`src/rtl/spi_regfile_rw_pkg.sv`:
```
// Shared types and constants for the SPI register file.
// Frame layout: write bit, address field, data field.
package spi_regfile_rw_pkg;

    typedef enum logic [1:0] {
        IDLE  = 2'd0,
        SHIFT = 2'd1,
        DONE  = 2'd2
    } state_t;

    localparam logic CMD_WRITE = 1'b1;

    function automatic int frame_w(input int aw, input int dw);
        return 1 + aw + dw;
    endfunction

endpackage

```
`src/rtl/spi_sync_edge.sv`:
```
// Multi-stage synchroniser with programmable reset level.
// Rise/fall pulses come from the last stage and its delayed copy.
module spi_sync_edge #(
    parameter int   STAGES  = 2,
    parameter logic RST_VAL = 1'b0
) (
    input  logic clk,
    input  logic rst_n,
    input  logic d,
    output logic q,
    output logic rise,
    output logic fall
);

    logic [STAGES-1:0] sr;
    logic              q_d;

    always_ff @(posedge clk or negedge rst_n) begin
        if (!rst_n) begin
            sr  <= {STAGES{RST_VAL}};
            q_d <= RST_VAL;
        end else begin
            sr  <= {sr[STAGES-2:0], d};
            q_d <= sr[STAGES-1];
        end
    end

    assign q    = sr[STAGES-1];
    assign rise = sr[STAGES-1] & ~q_d;
    assign fall = ~sr[STAGES-1] & q_d;

endmodule

```
`src/rtl/spi_regfile_rw.sv`:
```
// SPI mode-0 slave owning a bank of configuration registers.
// Write frames commit on cs rise; read frames stream reg data on sdo.
module spi_regfile_rw #(
    parameter int DATA_W      = 8,
    parameter int ADDR_W      = 7,
    parameter int NUM_REGS    = 5,
    parameter int SYNC_STAGES = 2
) (
    input  logic                       clk,
    input  logic                       rst_n,
    input  logic                       sclk,
    input  logic                       sdi,
    input  logic                       cs,
    output logic                       sdo,
    output logic [NUM_REGS*DATA_W-1:0] regs_out,
    output logic [NUM_REGS-1:0]        wr_strobe,
    output logic                       frame_err
);

    import spi_regfile_rw_pkg::*;

    localparam int FW = frame_w(ADDR_W, DATA_W);
    localparam int CW = $clog2(FW + 2);
    localparam logic [CW-1:0] C_FULL = CW'(FW);
    localparam logic [CW-1:0] C_SAT  = CW'(FW + 1);
    localparam logic [CW-1:0] C_HDR  = CW'(1 + ADDR_W);

    logic sclk_lvl_unused, sclk_rise, sclk_fall;
    logic cs_s, cs_rise, cs_fall;
    logic sdi_s, sdi_rise_unused, sdi_fall_unused;

    spi_sync_edge #(.STAGES(SYNC_STAGES), .RST_VAL(1'b0)) u_sclk (
        .clk(clk), .rst_n(rst_n), .d(sclk),
        .q(sclk_lvl_unused), .rise(sclk_rise), .fall(sclk_fall)
    );

    spi_sync_edge #(.STAGES(SYNC_STAGES), .RST_VAL(1'b1)) u_cs (
        .clk(clk), .rst_n(rst_n), .d(cs),
        .q(cs_s), .rise(cs_rise), .fall(cs_fall)
    );

    spi_sync_edge #(.STAGES(SYNC_STAGES), .RST_VAL(1'b0)) u_sdi (
        .clk(clk), .rst_n(rst_n), .d(sdi),
        .q(sdi_s), .rise(sdi_rise_unused), .fall(sdi_fall_unused)
    );

    state_t                 state;
    logic [FW-1:0]          frame;
    logic [CW-1:0]          cnt;
    logic [DATA_W-1:0]      rd_sh;
    logic                   rd_act;
    logic                   rd_oor;
    logic                   armed;
    logic [SYNC_STAGES:0]   flush;
    logic [DATA_W-1:0]      regs [NUM_REGS];

    logic [FW-1:0]          frame_nxt;
    logic [ADDR_W-1:0]      hdr_addr;
    logic                   hdr_oor;
    logic [DATA_W-1:0]      rd_val;
    logic [ADDR_W-1:0]      f_addr;
    logic                   accept;
    logic                   rd_good;

    assign frame_nxt = {frame[FW-2:0], sdi_s};
    assign hdr_addr  = frame_nxt[ADDR_W-1:0];
    assign hdr_oor   = int'(hdr_addr) >= NUM_REGS;
    assign f_addr    = frame[FW-2 -: ADDR_W];

    assign accept  = (cnt == C_FULL) && (frame[FW-1] == CMD_WRITE)
                   && (int'(f_addr) < NUM_REGS);
    assign rd_good = (cnt == C_FULL) && (frame[FW-1] != CMD_WRITE)
                   && !rd_oor;

    always_comb begin
        rd_val = '0;
        for (int i = 0; i < NUM_REGS; i++)
            if (hdr_addr == ADDR_W'(i)) rd_val = regs[i];
    end

    for (genvar g = 0; g < NUM_REGS; g++) begin : g_out
        assign regs_out[g*DATA_W +: DATA_W] = regs[g];
    end

    // armed stays low until cs is seen high after the synchroniser flushes
    always_ff @(posedge clk or negedge rst_n) begin
        if (!rst_n) begin
            state     <= IDLE;
            frame     <= '0;
            cnt       <= '0;
            rd_sh     <= '0;
            rd_act    <= 1'b0;
            rd_oor    <= 1'b0;
            armed     <= 1'b0;
            flush     <= '0;
            sdo       <= 1'b0;
            wr_strobe <= '0;
            frame_err <= 1'b0;
            for (int i = 0; i < NUM_REGS; i++) regs[i] <= '0;
        end else begin
            wr_strobe <= '0;
            frame_err <= 1'b0;
            flush     <= {flush[SYNC_STAGES-1:0], 1'b1};
            if (flush[SYNC_STAGES] && cs_s) armed <= 1'b1;

            unique case (state)
                IDLE: begin
                    sdo <= 1'b0;
                    if (armed && cs_fall) begin
                        state  <= SHIFT;
                        frame  <= '0;
                        cnt    <= '0;
                        rd_act <= 1'b0;
                        rd_oor <= 1'b0;
                    end
                end
                SHIFT: begin
                    if (cs_rise) begin
                        state <= DONE;
                    end else begin
                        if (sclk_rise) begin
                            frame <= frame_nxt;
                            if (cnt != C_SAT) cnt <= cnt + CW'(1);
                            if (cnt + CW'(1) == C_HDR &&
                                frame_nxt[ADDR_W] != CMD_WRITE) begin
                                rd_sh  <= rd_val;
                                rd_act <= 1'b1;
                                rd_oor <= hdr_oor;
                            end
                        end
                        if (sclk_fall && rd_act) begin
                            sdo   <= rd_sh[DATA_W-1];
                            rd_sh <= {rd_sh[DATA_W-2:0], 1'b0};
                        end
                    end
                end
                DONE: begin
                    sdo   <= 1'b0;
                    state <= IDLE;
                    if (accept) begin
                        for (int i = 0; i < NUM_REGS; i++) begin
                            if (f_addr == ADDR_W'(i)) begin
                                regs[i]      <= frame[DATA_W-1:0];
                                wr_strobe[i] <= 1'b1;
                            end
                        end
                    end else if (!rd_good) begin
                        frame_err <= 1'b1;
                    end
                end
                default: state <= IDLE;
            endcase
        end
    end

endmodule

```
`config.mk`:
```
export PLATFORM = sky130hd
export DESIGN_NAME = spi_regfile_rw
export DESIGN_NICKNAME = d
export VERILOG_FILES = /design/src/rtl/spi_regfile_rw_pkg.sv /design/src/rtl/spi_sync_edge.sv /design/src/rtl/spi_regfile_rw.sv
export SDC_FILE = /design/constraint.sdc
export NUM_CORES = 1
export LEC_CHECK = 0
export CORE_MARGIN = 1.5
export CORE_UTILIZATION = 25
export DETAILED_ROUTE_END_ITERATION = 10
export PLACE_DENSITY = 0.52
export SLEW_MARGIN = 20
export SYNTH_ARGS = -nofsm -noshare
export SYNTH_HDL_FRONTEND = slang
export SYNTH_HIERARCHICAL = 1
export SYNTH_SLANG_ARGS = --single-unit
```
`constraint.sdc`:
```
create_clock -name clk -period 2.5 [get_ports clk]
set_input_delay 0.625 -clock clk [delete_from_list [all_inputs] [get_ports clk]]
set_output_delay 0.625 -clock clk [all_outputs]
set_load 0.02 [all_outputs]
```
======== Word-level counts from Yosys, hierarchy flattened ========
Cells that the tools add are included.
storage, ports and cells
  register bits ........................... 92
  input port bits ......................... 5
  logic and storage cells ................. 125
operators by class
  add/subtract/negate cells ............... 1
  order comparisons ....................... 2
  eq/ne operators ......................... 20
  multiplexer cells ....................... 42
  bitwise gates (word level) .............. 11
  reduce and logical (&&, ||, !) cells .... 28
operators with widths
  cell                                                                                  count
  8-bit 2-to-1 mux                                                                      8
  16-bit 2-to-1 mux                                                                     3
  16-bit case mux with 2 select lines                                                   1
  5-bit 2-to-1 mux                                                                      6
  7-bit by 2-bit equality test with 1-bit output (second input constant)                4
  3-bit AND reduction                                                                   6
  1-bit 2-to-1 mux                                                                      17
  7-bit by 1-bit equality test with 1-bit output (second input constant)                2
  7-bit by 3-bit equality test with 1-bit output (second input constant)                2
  7-bit zero test                                                                       2
  2-bit != test (second input constant)                                                 7
  5-bit case mux with 2 select lines                                                    1
  5-bit AND reduction                                                                   2
  1-bit logical AND                                                                     8
  4-bit AND reduction                                                                   2
  2-bit nonzero test                                                                    4
  7-bit by 3-bit greater-or-equal comparator with 1-bit output (second input constant)  1
  7-bit by 3-bit < comparator with 1-bit output (second input constant)                 1
  1-bit inverter                                                                        7
  1-bit case mux with 2 select lines                                                    3
  5-bit by 1-bit adder with 5-bit output (second input constant)                        1
  5-bit by 4-bit equality test with 1-bit output (second input constant)                1
  5-bit equality test (second input constant)                                           1
  5-bit != test (second input constant)                                                 1
  9 further kinds                                                                       13

======== Logic depth before layout (Yosys ltp) ========
Gate-level depths: netlist of run 1.
  depth after elaboration ................. 9
  gate-level depth with buffers ........... 7
  mapped depth without buffers ............ 7

======== Modules after synthesis ========
The synthesis of run 1 kept the hierarchy.
by module, submodules not included
  module                       times used  cells each  area each (µm²)  seq. area each (µm²)
  spi_regfile_rw               1           324         3799.9           2102.0
  spi_sync_edge at u_sclk ...  2           5           90.1             75.1
  spi_sync_edge at u_cs        1           5           93.8             78.8

======== Worst setup path after synthesis of run 1 ========
Ideal clock, no wire load.
  kind .................................... register -> register
  from .................................... register cnt[0]
  to ...................................... register regs (netlist bit regs_out[10])
  library setup time ...................... 0.125 ns
  arrival time ............................ 1.921 ns
  required time ........................... 2.375 ns
  slack ................................... 0.455 ns
  stages on the path, launching flop included .. 8
  path through ............................ dfrtp_1 -> inv_1 -> ha_1 -> and4bb_2 -> and4bb_1 -> nand2b_2 -> nor3b_4 -> mux2_2
between the ends
  longest elaborated chain between the ends .. 4
ends and longest elaborated chain
  item                                  line                   text
  from (decl)                           spi_regfile_rw.sv:49   logic [CW-1:0] cnt;
  from (signal assigned)                spi_regfile_rw.sv:123  if (cnt != C_SAT) cnt <= cnt + CW'(1);
  5-bit equality test                   spi_regfile_rw.sv:70   assign accept = (cnt == C_FULL) && (frame[FW-1] == CMD_WRITE)
  1-bit logical AND                     spi_regfile_rw.sv:70
  1-bit logical AND                     spi_regfile_rw.sv:71   && (int'(f_addr) < NUM_REGS);
  3-bit AND reduction (no source line)  n/a
  to (signal, indexed assignment)       spi_regfile_rw.sv:143  regs[i] <= frame[DATA_W-1:0];
  to (decl)                             spi_regfile_rw.sv:55   logic [DATA_W-1:0] regs [NUM_REGS];
Every way passes these cells.
A chain may end at the register's enable or synchronous reset.

======== Final worst setup path of run 1 ========
  from .................................... register cnt[1]
  to ...................................... register regs (netlist bit regs_out[8])
The elaborated chain is that of the path after synthesis.

==> impl_metrics.tcl, run 1 <==
set metrics [dict create \
    status "finished, final reports clean" \
    via_per_inst 4.59 \
    setup_viol 0 \
    ctsResizeCount 0 \
    power.internal_uw 2440 \
    dr.pass1.iters 4 \
    power_density_nw_per_um2 651 \
    first_iter_violations 135 \
    drc 0 \
    cts_tree "done" \
    relSlewSlack_pct 58.6 \
    maxCapViolations 0 \
    max_freq_ghz 0.447 \
    irDropWorstVdd_mv 0.297 \
    power.leakage_uw 0.00224 \
    cp.arrival_ps 2480 \
    ant_nets 0 \
    worst_pin_slew_ps 621 \
    path_clk_slew_ps 70 \
    syn_nets 345 \
    cts_sinks 92 \
    grt_pass1_wl_mm 15.9 \
    syn_area_sq_um 4030 \
    vias 2808 \
    placementRows 46 \
    clk_latency_ps 350 \
    skew_ps 7.73 \
    post_cts_buffers 0 \
    die_h_um 130 \
    cts_max_path_buffers 2 \
    clock-root-buffer "clkbuf_16" \
    p_seq_share_pct 47.1 \
    antenna_found_initial 0 \
    drive_gt1_share_pct 19.9 \
    grt_pass1_vias 2842 \
    start_util_pct 25.5 \
    die_w_um 130 \
    grt_max_degree 37 \
    rsz0062_at_grt "false" \
    place.gp.congestion 0.767 \
    cts_hold_buf 0 \
    cts_buffers 9 \
    finish.utilization_pct 32.5 \
    preCtsSetupSlack_ps 250 \
    syn_to_final_growth_pct 27.5 \
    dieArea_sq_um 16900 \
    p_total_uw 3350 \
    portBuffers 51 \
    fin_tns_setup_ps 0 \
    hold_viol_final 0 \
    dpl.hpwl_mm 6.76 \
    syn_inst 336 \
    slew_violations 0 \
    overflow 0 \
    final_nets 400 \
    critPathRequiredTime_ps 2740 \
    endpoint_kind "register" \
    final.setup.worst_slack_ps 260 \
    fin_area_sq_um 5140 \
    grt_util_all_layers_pct 12.4 \
    clockPowerShare_pct 41.1 \
    path_max_fanout 8 \
    drt_wl_total_mm 9.73 \
    swShare_pct 27.1 \
    placed_area_sq_um 4840 \
    ys_warn_count 6 \
    cts-htree-levels 3 \
    syn_area_per_cell_sq_um 12.0 \
    final.period_utilization_pct 89.6 \
    switching_power_uw 909 \
    wl_per_cell_um 15.9 \
    combPwrFrac_pct 11.8 \
    startpoint_type "register" \
    period_minus_slack_ps 2240 \
    core_sq_um 15800 \
    hold_class "primary input to async pin" \
    n_antenna_cell 0 \
    path_class "register to register" \
    ioPinCount 52 \
]
## per-stage QoR
stage,cells,hold WS (ps)
4_1_cts,612,250
3_5_place_dp,596,337
5_1_grt,612,258
3_3_place_gp,596,336
2_1_floorplan,336,329
6_report,612,237
## critical path: stages (launching register included)
cell,delay [ps]
dfrtp_1,410
inv_1,110
ha_1,140
and4bb_2,260
and4bb_1,270
nand2b_2,130
nor3b_4,420
mux2_2,390
## power groups by stage
| stage | Sequential, uW | Combinational (uW) | Clock [uW] |
|---|---|---|---|
| CTS | 1580 | 399 | 1420 |
| global placement | 1600 | 392 | 0 |
| detailed placement | 1610 | 397 | 0 |
| global route | 1580 | 444 | 1500 |
| finish | 1580 | 395 | 1380 |
| floorplan | 1590 | 260 | 0 |
## metal layers
metal	global-route usage [%]	wire length, um	vias up
li1	-	-	1321
met1	16.8	4750	1418
met2	18.8	4420	56
met3	3.57	426	13
met4	4.84	134	0
met5	0	0	-
## final cells by class
| cell class | count | area [sq um] |
|---|---|---|
| Clock buffer | 9 | 225 |
| Clock inverter | 7 | 73.8 |
| Fill cell | 1573 | 10700 |
| Inverter | 4 | 15.0 |
| Multi-Input combinational cell | 221 | 1640 |
| Sequential cell | 92 | 2310 |
| Tap cell | 216 | 270 |
| Timing Repair Buffer | 63 | 611 |
## flip-flops by register name (all words and copies together) (netlist names), 3 cells and up
name       flops
rd_sh          8
regs_out      40
wr_strobe      5
flush          3
cnt            5
frame         16
## cell usage in the layout (no fill, tap or decap), types with 5 or more instances in the layout
cell type	n
a32o_1	7
a21o_1	9
clkbuf_16	9
nand3_1	6
mux2i_1	8
nand2_1	40
clkdlybuf4s50_1	50
nand2b_1	6
o221ai_1	7
nor2_1	8
buf_4	12
mux2_2	36
dfrtp_1	89
a221o_1	7
nor2b_1	5
o21ai_0	32
## final timing paths
kind / startpoint / to / slack, ps / depth (start not counted)
max: cnt[1] / regs_out[8] / 260 / 7
min: rst_n / state[0] / 240 / 1
max reg2reg: cnt[1] / regs_out[8] / 260 / 7
min reg2reg: flush[0] / flush[1] / 350 / 0
max in group asynchronous: rst_n / u_cs/sr[0] / 1520 / 2
min in group clk: flush[0] / flush[1] / 350 / 0
Note: power is estimated with default switching activity, not from simulation.
==> run 2, diff against run 1 <==
Settings changed: CTS_CLUSTER_DIAMETER set to 50.
Clock period 2.5 ns to 2.17 ns, I/O delays scaled along.
==> impl_metrics.tcl, run 2 (same netlist as run 1, synthesis figures left out) <==
set metrics [dict create \
    status "finished, final reports clean" \
    grt_pass1_vias 2953 \
    dieArea_sq_um 16900 \
    reg2reg_from "cnt[1]" \
    syn_to_final_growth_pct 31.3 \
    power_density_nw_per_um2 736 \
    final_cell_mix "89 x dfrtp_1, 50 x clkdlybuf4s50_1, 40 x nand2_1, 36 x mux2_2, 32 x o21ai_0" \
    cpMostUsedCell "and4bb_2" \
    slew_violations 0 \
    drive_gt1_share_pct 23.2 \
    finish.utilization_pct 33.5 \
    critical_path.cell_chain "inv_2 -> ha_1 -> and4bb_2 -> and4bb_2 -> nand2b_4 -> nor3b_4 -> buf_12 -> mux2_2" \
    place.gp.congestion 0.756 \
    final_nets 413 \
    startpoint_type "register" \
    largest_reg_flops 40 \
    fin_tns_setup_ps 0 \
    grt_pass1_wl_mm 15.9 \
    ant_nets 0 \
    vias 2864 \
    crit_slowest_cell "dfrtp_1" \
    first_iter_violations 182 \
    clk_latency_ps 350 \
    dr.pass1.iters 4 \
    path_class "register to register" \
    post_cts_buffers 0 \
    core_sq_um 15800 \
    path_buf_inv 2 \
    die_w_um 130 \
    critPathRequiredTime_ps 2410 \
    grt_max_degree 42 \
    setup_viol 0 \
    portBuffers 51 \
    grt_util_all_layers_pct 12.3 \
    startpoint "cnt[1]" \
    cts_tree "done" \
    path_max_fanout 8 \
    path_clk_slew_ps 70 \
    cts_buffers 9 \
    hold_class "primary input to async pin" \
    hold_viol_final 0 \
    crit_family "simple AND/OR/NAND/NOR gates" \
    cts_max_path_buffers 2 \
    final_common_cell "dfrtp_1" \
    n_antenna_cell 0 \
    start_util_pct 25.5 \
    irDropWorstVdd_mv 0.373 \
    cts-htree-levels 3 \
    period_minus_slack_ps 2060 \
    final.period_utilization_pct 95.1 \
    multiInputGateArea_sq_um 1650 \
    dpl.hpwl_mm 6.87 \
    ioPinCount 52 \
    skew_ps 9.09 \
    critical-path-max-stage-delay_ps 390 \
    antenna_found_initial 0 \
    placementRows 46 \
    max_freq_ghz 0.485 \
    clock-root-buffer "clkbuf_16" \
    fillCellCount 1597 \
    rsz0062_at_grt "false" \
    overflow 0 \
    endpoint_kind "register" \
    die_h_um 130 \
    drc 0 \
    cts_sinks 92 \
    wl_per_cell_um 15.5 \
    cp.arrival_ps 2300 \
    via_per_inst 4.58 \
    drt_wl_total_mm 9.69 \
    regArea_sq_um 2310 \
    power.leakage_uw 0.00232 \
    maxCapViolations 0 \
]
[run 2: layout make-up]
| class | instances | area share [%] |
|---|---|---|
| Sequential cell | 92 | 43.5 |
| Tap cell | 216 | 5.10 |
| Clock inverter | 7 | 1.32 |
| Inverter | 4 | 0.284 |
| Timing Repair Buffer | 76 | 14.3 |
| Multi-Input combinational cell | 221 | 31.2 |
| Clock buffer | 9 | 4.25 |
[run 2: power breakdown]
group | leakage (uW) | internal [uW] | switching [uW]
clock network | 0.000147 | 811 | 747
logic | 0.000924 | 201 | 340
registers | 0.00125 | 1760 | 33.8
total | 0.00232 | 2780 | 1120
[run 2: metrics by stage]
stage	setup WS [ps]	hold slack [ps]	power, uW	cell area, sq um	instances
final	106	131	3900	5300	625
after CTS	51.4	140	3950	5290	625
after global placement	125	334	2360	4990	609
after global routing	29.3	155	4090	5300	625
after floorplan	125	247	2140	4030	336
after detailed placement	74.4	337	2370	4990	609
[run 2: worst paths after layout]
path                       depth (start not counted)  slack [ps]      endpoint
setup / recovery                                   8         110   regs_out[8]
hold / removal                                     1         130           sdo
setup reg to reg                                   8         110   regs_out[8]
hold reg to reg                                    0         350      flush[1]
max in group asynchronous                          2        1470  regs_out[33]
min in group clk                                   0         350      flush[1]
[run 2: what timing repair did]
item                                    CTS  global route
hold buffers                              0             0
endpoints found under the setup margin    0            14
resized for setup                         0             4
[run 2: worst reg2reg max path: cells and delay by family (launching register included)]
kind          cells  cell delay [ps]
fa+ha+maj         1              130
simple gates      4              870
flops             1              390
mux               1              330
buf+inv           2              220
[run 2: routing by layer]
metal | part of all wire, % | vias up | GRT usage (%)
met1 | 48 | 1446 | 16.6
met3 | 3.6 | 11 | 3.85
met2 | 47 | 55 | 19.0
met4 | 1.6 | 0 | 3.86
met5 | 0 | - | 0
li1 | - | 1352 | -
==> run 3, diff against run 2 <==
Settings changed: ABC_CLOCK_PERIOD_IN_PS set to 2170.
==> results of run 3 <==
Final layout, timing and power as in run 2 (identical DEF).
